File: config.mk
export PLATFORM = sky130hd
export DESIGN_NAME = seq_signed_mult
export DESIGN_NICKNAME = d
export VERILOG_FILES = /design/src/rtl/calc_pkg.sv /design/src/rtl/twos_neg.sv /design/src/rtl/seq_signed_mult.sv
export SDC_FILE = /design/constraint.sdc
export NUM_CORES = 1
export LEC_CHECK = 0
export ABC_AREA = 1
export CAP_MARGIN = 15
export CORE_AREA = 3 3 72 74
export DETAILED_ROUTE_END_ITERATION = 7
export DIE_AREA = 0 0 75 77
export GPL_TIMING_DRIVEN = 0
export PLACE_DENSITY = 0.79
export SLEW_MARGIN = 20
export SYNTH_ARGS = -nofsm -noshare
export SYNTH_HDL_FRONTEND = slang
export SYNTH_SLANG_ARGS = --single-unit
File: constraint.sdc
create_clock -name clk -period 2.3 [get_ports clk]
set_clock_uncertainty 0.1 [all_clocks]
set_input_delay 0.69 -clock clk [delete_from_list [all_inputs] [get_ports clk]]
set_output_delay 0.69 -clock clk [all_outputs]
set_load 0.01 [all_outputs]
File: src/rtl/calc_pkg.sv
// Shared calculator definitions: control states and signed range limits,
// used by the sequential multiplier and the future divide block.
package calc_pkg;

  typedef enum logic [1:0] {
    IDLE,
    ACCUM,
    SIGN
  } state_t;

  // Largest positive value of a w-bit two's-complement number.
  function automatic logic signed [63:0] signed_max(input int w);
    return (64'sd1 <<< (w - 1)) - 64'sd1;
  endfunction

  // Most negative value of a w-bit two's-complement number.
  function automatic logic signed [63:0] signed_min(input int w);
    return -(64'sd1 <<< (w - 1));
  endfunction

endpackage

File: src/rtl/twos_neg.sv
// Combinational two's-complement helper: conditionally negates its input
// (abs when i_neg is the input's own sign bit) and reports the input sign.
module twos_neg #(
  parameter int WIDTH = 8
) (
  input  logic [WIDTH-1:0] i_val,
  input  logic             i_neg,
  output logic [WIDTH-1:0] o_mag,
  output logic             o_sign
);

  assign o_sign = i_val[WIDTH-1];
  // |-2^(W-1)| wraps back to 2^(W-1), which is exact as an unsigned magnitude.
  assign o_mag  = i_neg ? (~i_val + 1'b1) : i_val;

endmodule

File: src/rtl/seq_signed_mult.sv
// Sequential shift-add signed multiplier (one magnitude bit per cycle).
// Define MULT_SAT_EN to saturate c on overflow; otherwise c wraps.
module seq_signed_mult
  import calc_pkg::*;
#(
  parameter int WIDTH = 8,
  parameter int CNT_W = $clog2(WIDTH + 1)
) (
  input  logic             clk,
  input  logic             rst,
  input  logic             start,
  input  logic [WIDTH-1:0] a,
  input  logic [WIDTH-1:0] b,
  output logic             busy,
  output logic             done,
  output logic [WIDTH-1:0] c,
  output logic             ovf
);

  localparam logic [CNT_W-1:0] LAST_CNT = CNT_W'(WIDTH - 1);
`ifdef MULT_SAT_EN
  localparam logic [WIDTH-1:0] SAT_POS = WIDTH'(signed_max(WIDTH));
  localparam logic [WIDTH-1:0] SAT_NEG = WIDTH'(signed_min(WIDTH));
`endif

  state_t                 r_state;
  state_t                 w_next;
  logic [WIDTH-1:0]       r_mag_a;
  logic [WIDTH-1:0]       r_mag_b;
  logic                   r_neg;
  logic [2*WIDTH-1:0]     r_acc;
  logic [CNT_W-1:0]       r_cnt;
  logic [WIDTH-1:0]       r_c;
  logic                   r_ovf;
  logic                   r_done;

  logic [WIDTH-1:0]       w_mag_a;
  logic [WIDTH-1:0]       w_mag_b;
  logic                   w_sign_a;
  logic                   w_sign_b;
  logic [WIDTH-1:0]       w_res;
  logic                   w_res_sign;
  logic                   w_ovf;
  logic [WIDTH-1:0]       w_c;

  twos_neg #(.WIDTH(WIDTH)) u_abs_a (
    .i_val (a),
    .i_neg (a[WIDTH-1]),
    .o_mag (w_mag_a),
    .o_sign(w_sign_a)
  );

  twos_neg #(.WIDTH(WIDTH)) u_abs_b (
    .i_val (b),
    .i_neg (b[WIDTH-1]),
    .o_mag (w_mag_b),
    .o_sign(w_sign_b)
  );

  twos_neg #(.WIDTH(WIDTH)) u_res (
    .i_val (r_acc[WIDTH-1:0]),
    .i_neg (r_neg),
    .o_mag (w_res),
    .o_sign(w_res_sign)
  );

  // Magnitude limit is 2^(W-1)-1 when positive and 2^(W-1) when negative:
  // any high-half bit overflows; bit W-1 overflows unless negative and the rest is zero.
  assign w_ovf = (|r_acc[2*WIDTH-1:WIDTH]) |
                 (w_res_sign & (~r_neg | (|r_acc[WIDTH-2:0])));

`ifdef MULT_SAT_EN
  assign w_c = w_ovf ? (r_neg ? SAT_NEG : SAT_POS) : w_res;
`else
  assign w_c = w_res;
`endif

  always_ff @(posedge clk) begin
    if (rst) r_state <= IDLE;
    else     r_state <= w_next;
  end

  always_comb begin
    w_next = r_state;
    case (r_state)
      IDLE:    if (start) w_next = ACCUM;
      ACCUM:   if (r_cnt == LAST_CNT) w_next = SIGN;
      SIGN:    w_next = IDLE;
      default: w_next = IDLE;
    endcase
  end

  // Operand magnitudes and product sign carry no state needing reset.
  always_ff @(posedge clk) begin
    if (r_state == IDLE && start) begin
      r_mag_a <= w_mag_a;
      r_mag_b <= w_mag_b;
      r_neg   <= w_sign_a ^ w_sign_b;
    end else if (r_state == ACCUM) begin
      r_mag_b <= r_mag_b >> 1;
    end
  end

  always_ff @(posedge clk) begin
    if (rst) begin
      r_acc  <= '0;
      r_cnt  <= '0;
      r_c    <= '0;
      r_ovf  <= 1'b0;
      r_done <= 1'b0;
    end else begin
      r_done <= 1'b0;
      case (r_state)
        IDLE: begin
          if (start) begin
            r_acc <= '0;
            r_cnt <= '0;
          end
        end
        ACCUM: begin
          r_acc <= (r_acc >> 1) +
                   (r_mag_b[0] ? ({{WIDTH{1'b0}}, r_mag_a} << (WIDTH - 1)) : '0);
          r_cnt <= r_cnt + 1'b1;
        end
        SIGN: begin
          r_c    <= w_c;
          r_ovf  <= w_ovf;
          r_done <= 1'b1;
        end
        default: ;
      endcase
    end
  end

  assign busy = (r_state != IDLE);
  assign done = r_done;
  assign c    = r_c;
  assign ovf  = r_ovf;

endmodule

**Word-level counts from Yosys, hierarchy flattened**

Cells that the tools add are included.

- Add/subtract/negate cells: 5
- Bitwise gates (word level): 8
- Equality and inequality tests: 5
- Mux-type cells: 14
- Reductions and logical operators: 9

Operators by type and width:

| kind | number |
|---|---|
| two-way mux 8 bit | 4 |
| one-hot mux 16 bit (2 select lines) | 1 |
| adder 8 x 1 -> 8 bit (second input constant) | 3 |
| NOT 8 bit | 3 |
| adder 15 x 15 -> 16 bit | 1 |
| two-way mux 16 bit | 1 |
| two-way mux 15 bit | 1 |
| one-hot mux 4 bit (2 select lines) | 1 |
| OR reduction 8 bit | 1 |
| two-way mux 7 bit | 1 |
| OR reduction 7 bit | 1 |
| nonzero test 2 bit | 3 |
| adder 4 x 1 -> 4 bit (second input constant) | 1 |
| == test 4 x 3 -> 1 bit (second input constant) | 1 |
| two-way mux 2 bit | 2 |
| two-way mux 4 bit | 1 |
| != test 2 bit (second input constant) | 2 |
| one-hot mux 2 bit (2 select lines) | 1 |
| AND reduction 2 bit | 2 |
| == test 2 x 1 -> 1 bit (second input constant) | 1 |
| == test 2 bit (second input constant) | 1 |
| zero test 2 bit | 1 |
| OR 1 bit | 2 |
| AND 1 bit | 1 |
| 4 further kinds | 4 |

- Bits in registers: 49

**Logic depth before layout (Yosys ltp)**

Gate-level depths: netlist of the first run.

- Depth in word-level cells: 4
- Depth in mapped cells: 11
- Gate-level depth less buffers: 10

**Hierarchy**

From an unflattened synthesis of the first run, not the netlist that was laid out.

- Cell total of the unflattened synthesis: 392
- Area total of the unflattened synthesis: 2842.7 um2

By module, submodules not included:

| module | sequential area each (um2) | times used | cells each | area an instance (um2) |
|---|---|---|---|---|
| seq_signed_mult | 1151.1 | 1 | 272 | 2234.6 |
| twos_neg | 0.0 | 3 | 40 | 202.7 |

**Worst setup path after synthesis of the first run**

Ideal clock, no wire load.

- Kind: register to register
- Start point: register r_mag_b[0]
- End point: register r_acc[15]
- Arrival: 1.575 ns
- Slack: 0.505 ns
- Cell stages (with the launch flop): 10
- Period minus slack after synthesis: 1.795 ns
- Path buffers: 1
- Library setup time: 0.119 ns
- Cell sequence: edfxtp_1 > clkbuf_1 > nand2_1 > inv_1 > ha_1 > fa_1 > nand3_1 > nand3_1 > a21oi_1 > o21ai_1

- Word-level cells in the longest chain between the ends: 3

RTL lines:

| item | line | text |
|---|---|---|
| start, declared | seq_signed_mult.sv:29 | `logic [WIDTH-1:0] r_mag_b;` |
| start signal, assigned | seq_signed_mult.sv:97 | `r_mag_b <= w_mag_b;` |
| start signal, assigned | seq_signed_mult.sv:100 | `r_mag_b <= r_mag_b >> 1;` |
| two-way mux 15 bit | seq_signed_mult.sv:122 | `(r_mag_b[0] ? ({{WIDTH{1'b0}}, r_mag_a} << (WIDTH - 1)) : '0);` |
| adder 15 x 15 -> 16 bit | seq_signed_mult.sv:121 | `r_acc <= (r_acc >> 1) +` |
| one-hot mux 16 bit (2 select lines) | seq_signed_mult.sv:113 | `case (r_state)` |
| end signal, assigned | seq_signed_mult.sv:121 |  |
| end, declared | seq_signed_mult.sv:31 | `logic [2*WIDTH-1:0] r_acc;` |

No other way between the ends.
A chain may end at the register's enable or synchronous reset.

**Worst setup path after layout of the first run**

- Start point: register r_state[0]
- End point: output busy

- Word-level cells in the longest chain between the ends: 1

RTL lines:

| item | line | text |
|---|---|---|
| start, declared | seq_signed_mult.sv:26 | `state_t r_state;` |
| start signal, assigned | seq_signed_mult.sv:80 | `else r_state <= w_next;` |
| nonzero test 2 bit | seq_signed_mult.sv:135 | `assign busy = (r_state != IDLE);` |
| end, declared | seq_signed_mult.sv:14 | `output logic busy,` |

No other way between the ends.

==> impl_metrics.tcl, run 1 <==
set metrics [dict create \
    status "complete, no violations" \
    rsz0062_at_grt "no" \
    gp_congestion 0.8517 \
    finalWirelength_um 4778 \
    root_buffer "clkbuf_8" \
    crit_fanout 4 \
    track_usage_pct 17.98 \
    p_leak_nw 1.382 \
    synthCells 313 \
    ir_drop_uv 351.3 \
    reg2regPathDepth 9 \
    cts_hold_buf 0 \
    grt_pass1_wl_um 8073 \
    required_ps 1510 \
    max-clock-path-buffers 2 \
    reg2reg_to "r_acc[15]" \
    h-tree-depth 2 \
    hold_viol_final 0 \
    r2r_slack_ps 330 \
    first_iter_violations 69 \
    yosysWarnings 0 \
    ff_latch_area_um2 1151 \
    utilization_pct 64.32 \
    clk_latency_ps 310 \
    fin_cells 404 \
    setup_violations 0 \
    min_path_type "reg -> reg" \
    maxSlewHeadroom_pct 73.10 \
    hpwlAfterDp_um 3646 \
    met2_usage_pct 29.79 \
    antenna_cells 0 \
    finalNetCount 381 \
    cts_buffers 5 \
    synth-seq-area-share_pct 45.43 \
    total_power_mw 1.881 \
    grt_use_met3_pct 4.587 \
    clk_pin_slew_worst_paths_ps 90 \
    dp.cells 396 \
    drc 0 \
    detail-route-antenna-nets 0 \
    routedWlPerCell_um 11.83 \
    layout-drive-gt1-share_pct 6.571 \
    fillers 419 \
    die_h_um 77 \
    max_stage_delay_ps 530 \
    cts.sinks 49 \
    holdPathEnd "c[1]" \
    crit_chain "inv_2, nand2_1, clkdlybuf4s50_1" \
    grt_max_degree 15 \
    cts_setup_buffers 0 \
    viasPerCell 5.329 \
    cp_slowest_cell "clkdlybuf4s50_1" \
    io_buffers 29 \
    core_area_um2 4661 \
    slew_violations 0 \
    avgSynthCellArea_um2 8.095 \
    mostFrequentLayoutCells "nand2_1, inv_1, dfxtp_1, clkdlybuf4s50_1" \
    antenna_found_initial 0 \
    io-pin-count 30 \
    worstPathArrival_ps 1380 \
    start_kind "flop" \
    dieArea_um2 5775 \
    fin_crit_sh_pct 94.24 \
    hp-start "r_acc[1]" \
    cts_resized 0 \
    syn-num-nets 345 \
    finalCriticalPeriod_ps 2167 \
    multi_input_area_um2 1155 \
    worst_pin_slew_ps 403.1 \
    area_growth_pct 18.32 \
    overflow 0 \
    final_common_cell "nand2_1" \
    yosys_register_bits 49 \
    path_buf_inv 2 \
    drv_cap 0 \
    r2r_start "r_mag_b[0]" \
    cts_tree "built" \
    num_vias 2153 \
    critical_path_class "reg -> out" \
    grt_pass1_vias 1968 \
    global_route.usage.met1_pct 21.17 \
    holdWs_ps 366.6 \
    ys_types 31 \
    die_w_um 75 \
    busiest_layer "met2" \
    crit_path_end_kind "primary output" \
    firstDrtPassIters 4 \
    critical-path-top-delay-family "buffers and inverters" \
    syn_area_um2 2534 \
    power_density_nw_per_um2 627.4 \
    fmax_mhz 461.4 \
    start_util_pct 54.36 \
    hold_path_depth 2 \
    rows 25 \
]
per-stage QoR:
stage	cell area, um2	TNS [ps]	setup slack, ps
after floorplan	2534	0	505.3
after global placement	2892	0	11.58
after detailed placement	2892	-19.89	-8.619
after CTS	2998	0	117.4
after global routing	2998	0	80.87
final	2998	0	132.5
report_power, final:
| part | switching [mW] | internal [mW] |
|---|---|---|
| clock | 0.281 | 0.321 |
| combinational | 0.178 | 0.116 |
| sequential | 0.0243 | 0.961 |
tightest hold or removal path, delay by kind of cell (launching register included):
kind | cells | cell delay (ps)
flops | 1 | 320
simple gates | 1 | 60
compound gates | 1 | 50
worst max path at each step:
| stage | startpoint | end | cells past startpoint |
|---|---|---|---|
| after detailed placement | start | r_acc[6] | 6 |
| after global routing | r_mag_b[0] | r_acc[13] | 10 |
| after global placement | start | r_acc[1] | 6 |
| final | r_state[0] | busy | 3 |
| after floorplan | r_mag_b[0] | r_acc[15] | 9 |
| after CTS | r_state[0] | busy | 3 |
state kept, by name (all words and copies together), names as in the netlist:
register  cells
r_cnt         4
r_neg         1
done          1
r_mag_a       8
r_mag_b       8
r_state       2
r_acc        16
ovf           1
c             8
final cells by class:
class	instances	share of cell area, %
clock inverter	2	1.127
tap	54	2.254
sequential	49	38.40
timing repair buffer	29	9.683
inverter	53	6.636
clock buffer	6	2.421
buffer	6	0.9599
multi-input combinational	205	38.52
kinds of logic (layout without fill, tap and decap cells):
family                   count (synthesis)  count (layout)  share of synthesized area, %
AND/OR/NAND/NOR                        113             113                         19.51
buffers and inverters                   59              96                         8.987
flip-flops                              49              49                         45.43
AO/OA/AOI/OAI                           65              65                         14.52
XOR/XNOR                                14              14                         4.840
adder cells (fa/ha/maj)                 13              13                         6.716
layer usage:
metal | wire [um] | vias to the layer above
met4 | 131 | 0
li1 | - | 1124
met5 | 0 | -
met2 | 2215 | 47
met1 | 2200 | 971
met3 | 230 | 11
cells in the mapped netlist:
library cell | n | area [um2]
a21oi_1 | 19 | 95.09
a31o_2 | 1 | 8.760
a31oi_1 | 7 | 43.79
a32o_1 | 2 | 20.02
and3_1 | 1 | 6.260
buf_2 | 5 | 25.02
clkbuf_1 | 1 | 3.750
dfxtp_1 | 32 | 640.6
edfxtp_1 | 17 | 510.5
fa_1 | 1 | 20.02
ha_1 | 12 | 150.1
inv_1 | 48 | 180.2
inv_2 | 5 | 18.77
nand2_1 | 63 | 236.5
nand2_2 | 3 | 18.77
nand3_1 | 21 | 105.1
nand3_2 | 1 | 10.01
nand4_1 | 3 | 18.77
nor2_1 | 14 | 52.55
nor2_2 | 1 | 6.260
nor2_4 | 1 | 11.26
nor3_1 | 2 | 10.01
nor4_1 | 3 | 18.77
o211ai_1 | 1 | 7.510
o21ai_0 | 21 | 105.1
o21ai_1 | 4 | 20.02
o21bai_1 | 1 | 7.510
o22ai_1 | 8 | 50.05
o311a_1 | 1 | 10.01
xnor2_1 | 3 | 26.28
xor2_1 | 11 | 96.34
Note: power is estimated with default switching activity, not from simulation.
==> inputs of run 2 (changes only) <==
Settings changed: SETUP_SLACK_MARGIN set to 0.02, SKIP_CTS_REPAIR_TIMING set to 1.
==> results of run 2 <==
Same layout as run 1: the final DEF is identical, and so are final timing and power.
==> inputs of run 3 (changes only) <==
Settings changed: CORE_AREA 3 3 72 74 to 2 2 71 73, DIE_AREA 0 0 75 77 to 0 0 73 75.
==> run 3 against run 2 <==
Compared with the run above: non-clock buffer count is the same; critical path type unchanged; total power down 6.1%; core utilization shrank 0.48 points; sequential cell count stayed put; setup slack better by 14 ps; die area down 5.2%; sequential share of layout area up 0.29 points; sequential power about the same; via count is 0.98% lower; maximum frequency rose by 0.67%.
==> impl_metrics.tcl, run 3 (synthesis results as in run 1) <==
set metrics [dict create \
    drv_cap 0 \
    crit_start "r_state[0]" \
    hpwlAfterDp_um 3559 \
    worstPathArrival_ps 1360 \
    slew_violations 0 \
    r2r_start "r_mag_b[0]" \
    num_vias 2132 \
    track_usage_pct 19.17 \
    ir_drop_uv 294.8 \
    cts_tree "built" \
    grt_max_degree 15 \
    fin_cells 404 \
    io_buffers 29 \
    postLayoutCellArea_um2 2975 \
    finalCriticalPeriod_ps 2153 \
    power_density_nw_per_um2 593.6 \
    path_buf_inv 2 \
    die_h_um 75 \
    final_common_cell "nand2_1" \
    maxSlewHeadroom_pct 71.80 \
    setup_violations 0 \
    max_stage_delay_ps 530 \
    largest_reg_flops 16 \
    antenna_cells 0 \
    first_iter_violations 133 \
    pre_cts_slack_ps -12.09 \
    dp.cells 396 \
    critical-path-top-delay-family "buffers and inverters" \
    setup_ws_ps 147.0 \
    reg2reg_to "r_acc[13]" \
    routedWlPerCell_um 11.41 \
    core_area_um2 4661 \
    utilization_pct 63.84 \
    crit_chain "inv_2, nand2_1, clkdlybuf4s50_1" \
    crit_path_end_kind "primary output" \
    viasPerCell 5.277 \
    worst_pin_slew_ps 422.6 \
    p_leak_nw 1.367 \
    cts_buffers 5 \
    overflow 0 \
    reg2regPathDepth 10 \
    total_power_mw 1.766 \
    holdPathEnd "c[5]" \
    hp-start "r_acc[5]" \
    firstDrtPassIters 5 \
    fillers 393 \
    max-clock-path-buffers 2 \
    hold_path_depth 2 \
    r2r_slack_ps 330 \
    root_buffer "clkbuf_8" \
    crit_fanout 4 \
    finalNetCount 381 \
    hold_viol_final 0 \
    gp_congestion 0.8524 \
    cp_slowest_cell "clkdlybuf4s50_1" \
    critical_path_class "reg -> out" \
    fmax_mhz 464.5 \
    holdWs_ps 372.0 \
    min_path_type "reg -> reg" \
    grt_pass1_vias 1948 \
    die_w_um 73 \
    start_kind "flop" \
    mostFrequentLayoutCells "nand2_1, inv_1, dfxtp_1, clkdlybuf4s50_1" \
    rsz0062_at_grt "no" \
    io-pin-count 30 \
    antenna_found_initial 0 \
    finalSetupTns_ps 0 \
    dieArea_um2 5475 \
    max_flop_register "r_acc" \
    rows 25 \
    clk_latency_ps 300 \
    detail-route-antenna-nets 0 \
    finalWirelength_um 4609 \
    fin_crit_sh_pct 93.61 \
    required_ps 1510 \
    clk_pin_slew_worst_paths_ps 90 \
    layout-drive-gt1-share_pct 6.571 \
    area_growth_pct 17.43 \
    status "complete, no violations" \
    h-tree-depth 2 \
    start_util_pct 54.36 \
    post_dp_cell_area_um2 2892 \
    grt_pass1_wl_um 8197 \
    drc 0 \
    cts.sinks 49 \
]
## run 3: cell types whose count changed in the layout (fill, tap and decap cells not counted), sizes merged
cell / delta
bufinv: -1
clkinvlp: +1
clkbuf: +1
clkinv: -1
## run 3: worst max path at each step
stage	slack (ps)	endpoint	cells after the start
floorplan	510	r_acc[15]	9
global placement	5	r_acc[1]	6
detailed placement	-10	r_acc[1]	6
CTS	120	busy	3
global route	80	busy	3
finish	150	busy	3
## run 3: metal layers
metal,track usage (%),share of wire (%),vias up
li1,-,-,1112
met1,23.77,47,949
met2,32.63,48,60
met3,4.016,4.2,11
met5,0,0,-
met4,7.819,1.5,0
## run 3: layout make-up
cell class / count / area (um2) / share of cell area, %
multi-input cells: 205 / 1155 / 38.81
flip-flops and latches: 49 / 1151 / 38.69
repair buffers: 29 / 290.3 / 9.756
inverters: 53 / 198.9 / 6.686
clock buffers: 7 / 76.32 / 2.565
well taps: 54 / 67.56 / 2.271
plain buffers: 6 / 28.78 / 0.9672
clock inverters: 1 / 7.507 / 0.2523
## run 3: power breakdown
group | internal [mW] | leakage, nW | total [mW] | switching (mW)
registers | 0.961 | 0.426 | 0.985 | 0.0242
logic | 0.115 | 0.903 | 0.292 | 0.177
clock network | 0.216 | 0.0385 | 0.489 | 0.273
## run 3: tightest hold or removal path, stage by stage (launching register included)
cell	delay, ps
dfxtp_1	320
nand2_1	60
a31oi_1	60
==> patch 1: new RTL, flow settings as in run 1 <==
Add a define of `MULT_SAT_EN`.
--- a/src/rtl/seq_signed_mult.sv
+++ b/src/rtl/seq_signed_mult.sv
@@ -1,5 +1,7 @@
 // Sequential shift-add signed multiplier (one magnitude bit per cycle).
 // Define MULT_SAT_EN to saturate c on overflow; otherwise c wraps.
+`define MULT_SAT_EN
+
 module seq_signed_mult
   import calc_pkg::*;
 #(
Function: no difference found for any inputs over 10 cycles, from zero or initial values and one cycle with rst high; that may be too few to reach the edited logic, so the function may still have changed.
==> patch 1 against run 1 <==
- maximum frequency is 2.1% higher
- setup slack improved by 45 ps
- synthesized cell count increased by 15%
- via count rose by 7.9%
- sequential cell count unchanged
- design area increased by 5.6%
- wire length is 4.5% higher
- register-to-register slack got worse by 60 ps
- power down 0.72%
- synthesized area up 7.0%
- worst hold slack gained 23 ps
- largest cell class unchanged
- largest power group unchanged
==> patch 1: results (changes against run 1) <==
* Total vias in the final route at 2323 (+7.9%)
* Largest net degree at the start of global routing at 18 (+3)
* Reg-to-Reg End: r_acc[11]$_SDFFE_PP0P_
* Drt first pass iters at 4 (unchanged)
* GR Util met1 at 25.54% (+4.4 points)
* Pleak at 1.427 nW (+3.3%)
* Crit path DAT at 1330 ps (-50 ps)
* Reg-to-reg setup timing slack at 270 ps (-60 ps)
* Nets@finish at 427 (+12%)
* Largest cells by area after synthesis: dfxtp_1 24%, edfxtp_1 19%, nand2_1 11%
* Post-synthesis sequential area ratio at 42.47% (-3.0 points)
* Outcome: complete, no violations
* 1st-iter DRT viols at 154 (+120%)
* GPL Wtd Cong at 0.8707 (+2.2%)
* Synth Net Count at 392 (+14%)
* Met1 Wirelength at 2405 um (+9.3%)
* Worst-path clk slew at 80 ps
* Count of input and output buffers at 28 (-3.4%)
* # fillers at 410 (-2.1%)
* Detailed Place HPWL at 3778 um (+3.6%)
* Vias in the first global route at 2091 (+6.3%)
* Met2 WL post-DR at 2286 um (+3.2%)
* Clk Tree Root Cell: clkbuf_8
* Slew HR at 69.10% (-4.0 points)
* Crit path max-delay family: buffers and inverters
* Unique masters post-synth at 37 (+19%)
* Drt wl/cell at 11.10 um (-6.1%)
* Share of cells above drive strength 1 at 9.091% (+2.5 points)
* Global-route wire length before repair at 8783 um (+8.8%)
* GRT met2 Usage at 31.01% (+1.2 points)
* GRT Overall Usage at 19.16% (+1.2 points)
* FF-to-FF path depth at 10 (+1)
* Min-delay src: r_state[1]$_SDFFE_PP0P_
* Hold Crit Endpoint: done$_SDFF_PP0_
* Worst VDD drop at 0.0003288 V (-6.4%)
* # diodes at 0 (unchanged)
* Synth top cells by count: 77 x nand2_1, 41 x nor2_1, 38 x inv_1
* Met3 WL at 232 um (+0.87%)
* Grt met3 use at 3.145% (-1.4 points)
* Pre-CTS setup slack at 21.35 ps (+29.97 ps)
-- patch 1: how the worst max path moves through the flow --
stage / startpoint / end / slack [ps]
after floorplan: r_mag_b[0]$_DFFE_PP_ / r_acc[15]$_SDFFE_PP0P_ / 480
after global placement: start / r_mag_b[7]$_SDFFCE_PN0P_ / 30
after detailed placement: start / r_mag_b[7]$_SDFFCE_PN0P_ / 20
after CTS: r_state[0]$_SDFFE_PP0P_ / busy / 170
after global routing: r_mag_b[0]$_DFFE_PP_ / r_acc[11]$_SDFFE_PP0P_ / 80
final: r_state[0]$_SDFFE_PP0P_ / busy / 180
-- patch 1: metrics by stage --
step	cell area (um2)	hold WS, ps	instances
2_1_floorplan	2710	347.5	360
3_3_place_gp	3058	370.4	442
3_5_place_dp	3058	379.1	442
4_1_cts	3164	391.2	450
5_1_grt	3164	414.2	450
6_report	3164	389.8	450
-- patch 1: cell families after synthesis --
kind of cell | synth area share, %
compound gates | 13.20
fa+ha+maj | 6.279
buf+inv | 9.511
simple gates | 24.98
flops | 42.47
xor+xnor | 3.555
-- patch 1: area by class of cell --
type                            instances  area share (%)
Tap cell                               54           2.135
Inverter                               56           6.722
Clock buffer                            6           2.293
Multi-Input combinational cell        246           41.12
Sequential cell                        49           36.38
Clock inverter                          2           1.068
Buffer                                  9           1.423
Timing Repair Buffer                   28           8.857
-- patch 1: tightest hold or removal path: stages, from the launching register on --
cell and delay, ps:
dfxtp_1 310, inv_2 90, nor3_1 50
-- patch 1: power by group --
| part | switching [mW] | internal, mW |
|---|---|---|
| combinational | 0.188 | 0.116 |
| clock | 0.275 | 0.321 |
| sequential | 0.0192 | 0.948 |
| total | 0.482 | 1.39 |
==> patch 2: new RTL, config.mk and constraints of run 1 <==
Made on the original files. Register the output `c` once more; this adds one clock of latency there. The other outputs are not delayed to match.
--- a/src/rtl/seq_signed_mult.sv
+++ b/src/rtl/seq_signed_mult.sv
@@ -134,7 +134,9 @@
 
   assign busy = (r_state != IDLE);
   assign done = r_done;
-  assign c    = r_c;
+  always_ff @(posedge clk) begin
+    c <= r_c;
+  end
   assign ovf  = r_ovf;
 
 endmodule
Check against the original RTL: same outputs for any inputs over 10 cycles, from zero or initial values and one cycle with rst high; that may be too few to reach the edited logic, so the function may still have changed.
==> patch 2 against run 1 <==
- synthesized area rose by 10%
- design area is 12% higher
- maximum frequency decreased by 2.7%
- non-clock buffer count unchanged
- register-to-register slack lost 100 ps
- critical path depth stayed put
- largest cell class is now sequential cells
- sequential cell count up 8
- setup slack worse by 61 ps
- wire length grew 9.1%
- die area did not move
- sequential share of layout area rose by 0.64 points
- power up 28%
- critical path type unchanged
- highest routed layer unchanged
==> patch 2: results (changes against run 1) <==
* Adder-Cell Fraction of Synth Area at 6.101% (-0.61 points)
* Vias in the first global route at 2203 (+12%)
* Share of cells above drive strength 1 at 9.044% (+2.5 points)
* Hold Path Cell Cnt at 0 (-2)
* Crit path from: r_state[0]$_SDFFE_PP0P_
* Post-synth EDFFs at 17 (unchanged)
* Clock Latency Late Sink at 340 ps (+30 ps)
* Initial antenna violation count at 0 (unchanged)
* Largest cells by area after synthesis: dfxtp_1 29%, edfxtp_1 18%, nand2_1 11%
* Period minus WS final at 2228 ps (+60.91 ps)
* Total CTS buffers at 9 (+4)
* Part of the power in registers at 46.1% (-6.3 points)
* Global-route wire length before repair at 9011 um (+12%)
* Comb power frac at 11.1% (-4.5 points)
* Pleak at 1.575 nW (+14%)
* Post-Synth XOR/XNOR Area at 4.083% (-0.76 points)
* Reg-to-reg setup timing slack at 230 ps (-100 ps)
* Hold Crit Endpoint: c[3]$_DFF_P_
* Synth top cells by count: 82 x nand2_1, 46 x inv_1, 40 x dfxtp_1
* Synth Area in Compound Gates at 9.825% (-4.7 points)
* Outcome: complete, no violations
* Total vias in the final route at 2297 (+6.7%)
* Sw Pwr at 0.5809 mW (+20%)
* FF-to-FF path depth at 13 (+4)
* GRT Overall Usage at 20.33% (+2.3 points)
* Worst VDD drop at 0.0003900 V (+11%)
* 1st-iter DRT viols at 133 (+93%)
* Synth Net Count at 375 (+8.7%)
* Post-DP Area at 3137 um2 (+8.5%)
* Count of input and output buffers at 28 (-3.4%)
* # fillers at 359 (-14%)
* Worst hold path class: flip-flop to flip-flop
* Min-delay src: r_c[3]$_SDFFE_PP0P_
* Post-synthesis sequential area ratio at 47.02% (+1.6 points)
* H-tree Lvls at 3 (+1)
* GPL Wtd Cong at 0.7973 (-6.4%)
* Post-Route WL at 5214 um (+9.1%)
[patch 2: worst reg2reg max path: cells and delay by family (launching register included)]
kind	cells	cell delay [ps]
buf+inv	2	230
simple gates	9	670
fa+ha+maj	2	600
flops	1	360
[patch 2: per-layer routing]
metal	track usage, %	up-vias	routed length [um]
li1	-	1193	-
met1	23.85	1036	2352
met2	32.58	53	2470
met3	7.602	15	262
met4	8.719	0	129
met5	0	-	0
[patch 2: kinds of logic after synthesis]
| kind of cell | after synthesis |
|---|---|
| compound gates | 52 |
| xor+xnor | 13 |
| fa+ha+maj | 13 |
| buf+inv | 57 |
| flops | 57 |
| simple gates | 151 |
[patch 2: per-stage QoR]
step | hold slack [ps] | setup TNS [ps] | utilization [%] | cells | power, mW
after floorplan | 225.9 | 0 | - | 343 | 1.309
after global placement | 234.2 | 0 | 67.30 | 425 | 1.386
after detailed placement | 237.6 | -194.9 | 67.30 | 425 | 1.395
after global routing | 257.3 | 0 | 72.13 | 441 | 2.496
final | 247.8 | 0 | 72.13 | 441 | 2.398
after CTS | 251.7 | 0 | 72.11 | 441 | 2.410
[patch 2: area by class of cell]
| class | count | area share, % |
|---|---|---|
| Clock buffer | 12 | 5.247 |
| Inverter | 50 | 5.657 |
| Timing Repair Buffer | 28 | 8.336 |
| Buffer | 7 | 1.191 |
| Sequential cell | 57 | 39.04 |
| Clock inverter | 4 | 1.414 |
| Multi-Input combinational cell | 229 | 37.10 |
| Tap cell | 54 | 2.010 |
